--- src/rtl/nested_counter_pkg.sv ---
// Shared types and helpers for the nested loop counter.
//   state_t : FSM encoding (IDLE, RUN)
//   cnt_w() : width of the linear step index (sum of the three index widths)
package cnt_pkg;

    typedef enum logic {
        IDLE = 1'b0,
        RUN  = 1'b1
    } state_t;

    // Pass length is at most 2^(xw+yw+cw) steps, so this width never overflows
    function automatic int cnt_w(input int xw, input int yw, input int cw);
        return xw + yw + cw;
    endfunction

endpackage

--- src/rtl/nested_counter_if.sv ---
// Control/status bundle of nested_counter.
//   master : testbench / upstream side (drives start, clear, valid, limits)
//   slave  : counter side (drives indices, count, last flags, busy, done)
interface nested_counter_if #(
    parameter int X_W = 4,
    parameter int Y_W = 4,
    parameter int C_W = 4
);
    import cnt_pkg::*;
    localparam int CNT_W = cnt_w(X_W, Y_W, C_W);

    logic             i_start;
    logic             i_clear;
    logic             i_valid;
    logic [X_W-1:0]   i_lim_x;
    logic [Y_W-1:0]   i_lim_y;
    logic [C_W-1:0]   i_lim_c;
    logic [X_W-1:0]   o_x;
    logic [Y_W-1:0]   o_y;
    logic [C_W-1:0]   o_c;
    logic [CNT_W-1:0] o_count;
    logic             o_last_x;
    logic             o_last;
    logic             o_busy;
    logic             o_done;

    modport master (
        output i_start, i_clear, i_valid, i_lim_x, i_lim_y, i_lim_c,
        input  o_x, o_y, o_c, o_count, o_last_x, o_last, o_busy, o_done
    );

    modport slave (
        input  i_start, i_clear, i_valid, i_lim_x, i_lim_y, i_lim_c,
        output o_x, o_y, o_c, o_count, o_last_x, o_last, o_busy, o_done
    );
endinterface

--- src/rtl/nested_counter_mod.sv ---
// Single modulo counter stage: counts 0..i_lim inclusive on i_en.
//   i_clk, i_arstn : clock, async active-low reset
//   i_en           : advance one step
//   i_clr          : synchronous clear to 0 (wins over i_en)
//   i_lim          : inclusive terminal value
//   o_val          : current value
//   o_wrap         : i_en while at the limit; enables the next outer stage
module mod_counter #(
    parameter int W = 4
) (
    input  logic         i_clk,
    input  logic         i_arstn,
    input  logic         i_en,
    input  logic         i_clr,
    input  logic [W-1:0] i_lim,
    output logic [W-1:0] o_val,
    output logic         o_wrap
);
    logic [W-1:0] val_q, val_d;

    assign o_wrap = i_en & (val_q == i_lim);

    always_comb begin
        val_d = val_q;
        if (i_clr)
            val_d = '0;
        else if (o_wrap)
            val_d = '0;
        else if (i_en)
            val_d = val_q + W'(1);
    end

    always_ff @(posedge i_clk or negedge i_arstn) begin
        if (!i_arstn)
            val_q <= '0;
        else
            val_q <= val_d;
    end

    assign o_val = val_q;
endmodule

--- src/rtl/nested_counter.sv ---
// Three-level nested loop counter (x innermost, then y, then c) with
// runtime limits latched on start, a start/done FSM and a done pulse.
//   i_clk, i_arstn : clock, async active-low reset
//   bus (slave)    : start/clear/valid, limits in; indices, count,
//                    last flags, busy and done out
module nested_counter
    import cnt_pkg::*;
#(
    parameter int X_W          = 4,
    parameter int Y_W          = 4,
    parameter int C_W          = 4,
    parameter bit AUTO_RESTART = 1'b0
) (
    input  logic i_clk,
    input  logic i_arstn,
    nested_counter_if.slave bus
);
    localparam int CNT_W = cnt_w(X_W, Y_W, C_W);

    state_t           state_q, state_d;
    logic [X_W-1:0]   lim_x_q;
    logic [Y_W-1:0]   lim_y_q;
    logic [C_W-1:0]   lim_c_q;
    logic [CNT_W-1:0] count_q, count_d;
    logic             done_q;

    logic [X_W-1:0]   x;
    logic [Y_W-1:0]   y;
    logic [C_W-1:0]   c;
    logic             x_wrap, y_wrap, c_wrap;

    logic run, accept, step, idx_clr, final_step;

    assign run     = (state_q == RUN);
    // clear dominates both start and valid
    assign accept  = ~run & bus.i_start & ~bus.i_clear;
    assign step    = run & bus.i_valid & ~bus.i_clear;
    assign idx_clr = bus.i_clear | accept;
    // c only wraps when x and y wrap in the same step, i.e. the final step
    assign final_step = c_wrap;

    mod_counter #(.W(X_W)) u_x (
        .i_clk(i_clk), .i_arstn(i_arstn), .i_en(step), .i_clr(idx_clr),
        .i_lim(lim_x_q), .o_val(x), .o_wrap(x_wrap)
    );
    mod_counter #(.W(Y_W)) u_y (
        .i_clk(i_clk), .i_arstn(i_arstn), .i_en(x_wrap), .i_clr(idx_clr),
        .i_lim(lim_y_q), .o_val(y), .o_wrap(y_wrap)
    );
    mod_counter #(.W(C_W)) u_c (
        .i_clk(i_clk), .i_arstn(i_arstn), .i_en(y_wrap), .i_clr(idx_clr),
        .i_lim(lim_c_q), .o_val(c), .o_wrap(c_wrap)
    );

    always_comb begin
        state_d = state_q;
        count_d = count_q;
        if (bus.i_clear) begin
            state_d = IDLE;
            count_d = '0;
        end else if (accept) begin
            state_d = RUN;
            count_d = '0;
        end else if (step) begin
            if (final_step) begin
                state_d = AUTO_RESTART ? RUN : IDLE;
                count_d = '0;
            end else begin
                count_d = count_q + CNT_W'(1);
            end
        end
    end

    always_ff @(posedge i_clk or negedge i_arstn) begin
        if (!i_arstn) begin
            state_q <= IDLE;
            count_q <= '0;
            done_q  <= 1'b0;
            lim_x_q <= '0;
            lim_y_q <= '0;
            lim_c_q <= '0;
        end else begin
            state_q <= state_d;
            count_q <= count_d;
            done_q  <= step & final_step;
            // limits only move on an accepted start, so they hold for the pass
            if (accept) begin
                lim_x_q <= bus.i_lim_x;
                lim_y_q <= bus.i_lim_y;
                lim_c_q <= bus.i_lim_c;
            end
        end
    end

    assign bus.o_x      = x;
    assign bus.o_y      = y;
    assign bus.o_c      = c;
    assign bus.o_count  = count_q;
    assign bus.o_busy   = run;
    assign bus.o_done   = done_q;
    assign bus.o_last_x = run & (x == lim_x_q);
    assign bus.o_last   = run & (x == lim_x_q) & (y == lim_y_q) & (c == lim_c_q);
endmodule

--- src/flat_wrapper.sv ---
// flat-port wrapper written by rule: the top's interface ports become plain ports
module nested_counter_flat import cnt_pkg::*;
#(
    parameter int X_W          = 4,
    parameter int Y_W          = 4,
    parameter int C_W          = 4,
    parameter bit AUTO_RESTART = 1'b0
)
  (i_clk, i_arstn, bus_i_start, bus_i_clear, bus_i_valid, bus_i_lim_x, bus_i_lim_y, bus_i_lim_c, bus_o_x, bus_o_y, bus_o_c, bus_o_count, bus_o_last_x, bus_o_last, bus_o_busy, bus_o_done);
  nested_counter_if #(.X_W(X_W), .Y_W(Y_W), .C_W(C_W)) bus_i ();
  input  logic i_clk;
  input  logic i_arstn;
  input wire logic [$bits(bus_i.i_start)-1:0] bus_i_start;
  input wire logic [$bits(bus_i.i_clear)-1:0] bus_i_clear;
  input wire logic [$bits(bus_i.i_valid)-1:0] bus_i_valid;
  input wire logic [$bits(bus_i.i_lim_x)-1:0] bus_i_lim_x;
  input wire logic [$bits(bus_i.i_lim_y)-1:0] bus_i_lim_y;
  input wire logic [$bits(bus_i.i_lim_c)-1:0] bus_i_lim_c;
  output wire logic [$bits(bus_i.o_x)-1:0] bus_o_x;
  output wire logic [$bits(bus_i.o_y)-1:0] bus_o_y;
  output wire logic [$bits(bus_i.o_c)-1:0] bus_o_c;
  output wire logic [$bits(bus_i.o_count)-1:0] bus_o_count;
  output wire logic [$bits(bus_i.o_last_x)-1:0] bus_o_last_x;
  output wire logic [$bits(bus_i.o_last)-1:0] bus_o_last;
  output wire logic [$bits(bus_i.o_busy)-1:0] bus_o_busy;
  output wire logic [$bits(bus_i.o_done)-1:0] bus_o_done;
  assign bus_i.i_start = bus_i_start;
  assign bus_i.i_clear = bus_i_clear;
  assign bus_i.i_valid = bus_i_valid;
  assign bus_i.i_lim_x = bus_i_lim_x;
  assign bus_i.i_lim_y = bus_i_lim_y;
  assign bus_i.i_lim_c = bus_i_lim_c;
  assign bus_o_x = bus_i.o_x;
  assign bus_o_y = bus_i.o_y;
  assign bus_o_c = bus_i.o_c;
  assign bus_o_count = bus_i.o_count;
  assign bus_o_last_x = bus_i.o_last_x;
  assign bus_o_last = bus_i.o_last;
  assign bus_o_busy = bus_i.o_busy;
  assign bus_o_done = bus_i.o_done;
  nested_counter #(.X_W(X_W), .Y_W(Y_W), .C_W(C_W), .AUTO_RESTART(AUTO_RESTART)) u_core (.i_clk(i_clk), .i_arstn(i_arstn), .bus(bus_i));
endmodule
--- config.mk ---
export PLATFORM = sky130hd
export DESIGN_NAME = nested_counter_flat
export DESIGN_NICKNAME = d
export VERILOG_FILES = /design/src/rtl/nested_counter_pkg.sv /design/src/rtl/nested_counter_if.sv /design/src/rtl/nested_counter_mod.sv /design/src/rtl/nested_counter.sv /design/src/flat_wrapper.sv
export SDC_FILE = /design/constraint.sdc
export NUM_CORES = 1
export LEC_CHECK = 0
export BUFFER_PORTS_ARGS = -buffer_cell sky130_fd_sc_hd__buf_2
export CAP_MARGIN = 40
export CORE_UTILIZATION = 53
export CTS_CLUSTER_DIAMETER = 60
export DETAILED_ROUTE_END_ITERATION = 7
export GPL_TIMING_DRIVEN = 0
export HOLD_SLACK_MARGIN = 0.15
export PLACE_DENSITY = 0.79
export SLEW_MARGIN = 10
export SYNTH_ARGS = -nofsm -noshare
export SYNTH_HDL_FRONTEND = slang
export SYNTH_SLANG_ARGS = --single-unit
export TNS_END_PERCENT = 20
--- constraint.sdc ---
create_clock -name i_clk -period 2.4 [get_ports i_clk]
set_input_delay 0.36 -clock i_clk [delete_from_list [all_inputs] [get_ports i_clk]]
set_output_delay 0.36 -clock i_clk [all_outputs]
set_load 0.005 [all_outputs]
==> impl_results.md <==
- Share of synthesized flip-flops with an asynchronous set or reset: 100%
- Cell variety after synth: 33
- First-pass GRT wire length: roughly 6000 µm
- Syn Area/Cell: 10.6 µm²
- Worst EP required: 2.04 ns
- Layout cell share with drive strength beyond 1: between 30% and 40%
- Max Transition Viols Final: 0
- Buffers on Ports: 44
- Die W: ~62 µm
- Setup TNS: 0 ns
- Max_slew headroom: between 40% and 50%
- RePlAce Congestion: 0.786
- Final Hold Viols: 0
- Synth warn: 0
- Clk_lat worst skew: 0.34 ns
- Gr usage total: between 20 and 25%
- Placed Cells: approximately 270
- Outcome: complete, no violations
- Reg2Reg Depth: 6
- Area Growth Syn to Fin: 18.3%
- Std-Cell Rows: 21
- I/O pin count: 45
- Max Fclk: around 0.46 GHz
- Antenna violations before repair: 0
- Wire length on met3: 139 µm
- Worst Path Max Fanout: 9
- Clk pin slew, worst setup/hold paths: between 0.1 and 0.15 ns
- Tmin final: 2.15 ns
- Syn Std Cell Area: about 1900 µm²
- CTS tree: built
- Post-DRT Antenna Nets: 0
- Register bit total from synthesis: 38
- Maximum root-to-sink buffer count: 2
- Worst r2r src: u_core.u_y.o_val[2]
- Syn Nets: 200
- Crit path from: u_core.u_y.o_val[2]
- Leak pwr: ~1.1 nW
- Total wire length: around 3700 µm
- WP data arrival: between 1.5 and 2 ns
- Die footprint: between 3000 and 4000 µm²
- Antenna Cells: 0
- Unrepaired setup endpoints after global routing: false
- M1 wire length: around 1700 µm
- Count of final setup violators: 0
- Setup crit start kind: flip-flop
- DP Wirelength: roughly 2700 µm
- Clock sinks: 38
- Max VDD drop: 0.368 mV
- First-pass DRT Iterations: 4
- Number of max-cap violations: 0
- DR vias/cell: about 5.3
- Area share of the leading cell type in the synthesized netlist: about half
- Final #Nets: roughly 250
- Primary FF master, synth: dfrtp_1
- Vias in the first global route: ~1.3k
- Non-Filler Instances: around 280
- Wire per inst: between 10 and 15 µm
- Actual slew at the worst max-slew pin: approximately 0.84 ns
- Met2 wire len: 1760 µm
- Post-synth EDFFs: 0
- Starting Density: ~56%
- Largest net degree at the start of global routing: 39
- Skew final: 0.0139 ns
- Gr ovfl total: 0
- Sequential share of the synthesized area: 50.0%
- DRC: 0
- Uppermost layer routed: met4
- CTS H-tree lvls: 2
- Via Count: 1,471
- Core Region: around 3400 µm²
- Die height: 61.9 µm
- Crit path to: bus_o_last
- Number of buffers created by CTS: 5
- Hold crit path type: in2reg
- Reg-to-reg endpoint: u_core.u_c.o_val[0]
- Critical path class: reg2out
- PwrDens: 538 nW/µm²
- FF-to-FF setup slack: approximately 0.44 ns
- Cells after Synth: around 180
- CTS Root Cell: clkbuf_4
- Top post-synthesis cells by area: dfrtp_1 50%, xor2_1 10%, mux2_2 7.1%, nor2_1 3.9%, nand2_1 3.2%
- Final worst path period share: between 80% and 90%
- DR iter-0 viols: 47
- Crit end category: output pin
- Synth area leader: dfrtp_1
## cells in the mapped netlist (all sizes together), types with 3 or more instances
cell,instances
mux2,12
nor2,20
ha,4
a21oi,11
nand4,4
clkbuf,5
nor2b,3
nor4,3
nand2,17
xor2,22
o21ai,8
dfrtp,38
nor3,3
nand3,5
and3,4
and2,3
## critical path, stage by stage, from the launching register on
cell and delay (ns):
dfrtp_1 0.45, xor2_1 0.18, nor4_4 0.38, nand2_2 0.19, nor2b_1 0.14, buf_2 0.11
## registers in the layout, indices dropped and copies added (netlist names)
signal	count
u_core.bus.o_busy	1
u_core.bus.o_count	12
u_core.bus.o_done	1
u_core.lim_c_q	4
u_core.lim_x_q	4
u_core.lim_y_q	4
u_core.u_c.o_val	4
u_core.u_x.o_val	4
u_core.u_y.o_val	4
## metal layers
layer | global-route usage [%] | up-vias
li1 | - | 731
met1 | 27.6 | 700
met2 | 35.2 | 34
met3 | 6.83 | 6
met4 | 7.62 | 0
met5 | 0 | -
## what timing repair did
item,in CTS,in global routing
setup buffers,0,0
endpoints found under the setup margin,0,1
hold buffers,1,0
gates resized for setup,0,2
hold endpoints to repair,38,0
## final cells by class
type | count | area [µm²]
plain buffers | 6 | 26.3
clock buffers | 6 | 51.3
fillers | 279 | 1140
multi-input cells | 135 | 935
flip-flops and latches | 38 | 951
well taps | 46 | 57.6
repair buffers | 45 | 230
## worst min-delay path by stage
stage | depth (start not counted) | slack (ns) | endpoint | from
after floorplan | 0 | 0.06 | u_core.bus.o_busy | i_arstn
after global placement | 1 | 0.50 | u_core.bus.o_count[5] | i_arstn
after detailed placement | 1 | 0.51 | u_core.bus.o_count[3] | i_arstn
after CTS | 2 | 0.23 | u_core.lim_c_q[2] | bus_i_lim_c[2]
after global routing | 2 | 0.22 | u_core.lim_c_q[3] | bus_i_lim_c[3]
final | 2 | 0.25 | u_core.lim_x_q[1] | bus_i_lim_x[1]
## report_power, final
group	internal, mW	switching, mW	total, mW	leakage (nW)
Clock	0.132	0.193	0.326	0.0302
Combinational	0.0817	0.0923	0.174	0.552
Sequential	0.682	0.0301	0.712	0.503
## logic make-up after synthesis
family | after synthesis | share of synthesized area [%]
mux | 12 | 7.10
fa+ha+maj | 4 | 2.63
buf+inv | 6 | 1.38
xor+xnor | 24 | 11.0
flops | 38 | 50.0
compound gates | 23 | 6.90
simple gates | 72 | 21.0
## cell usage in the layout (no fill, tap or decap), types with 3 or more instances in the layout
cell type  netlist  final
nor2b_1          3      3
nand4_1          4      4
a21oi_1         11     11
nor3_1           3      3
mux2_2          12     12
and3_1           4      4
dfrtp_1         38     38
buf_2            0     44
ha_1             4      4
o21ai_0          6      6
nand2_1         16     15
nand3_1          5      5
xor2_1          22     22
and2_1           3      3
clkbuf_1         5      5
clkbuf_4         0      5
nor2_1          20     20
## stage by stage
step / utilization, % / hold slack [ns] / power [mW] / setup WS, ns / cell area, µm²
finish: 66.4 / 0.245 / 1.21 / 0.248 / 2250
CTS: 66.1 / 0.231 / 1.23 / 0.0584 / 2240
detailed placement: 64.3 / 0.507 / 0.898 / 0.406 / 2180
floorplan: - / 0.0644 / 0.840 / 0.663 / 1900
global placement: 64.3 / 0.504 / 0.891 / 0.414 / 2180
global route: 66.4 / 0.216 / 1.28 / 0.0490 / 2250
Note: power is estimated with default switching activity, not from simulation.
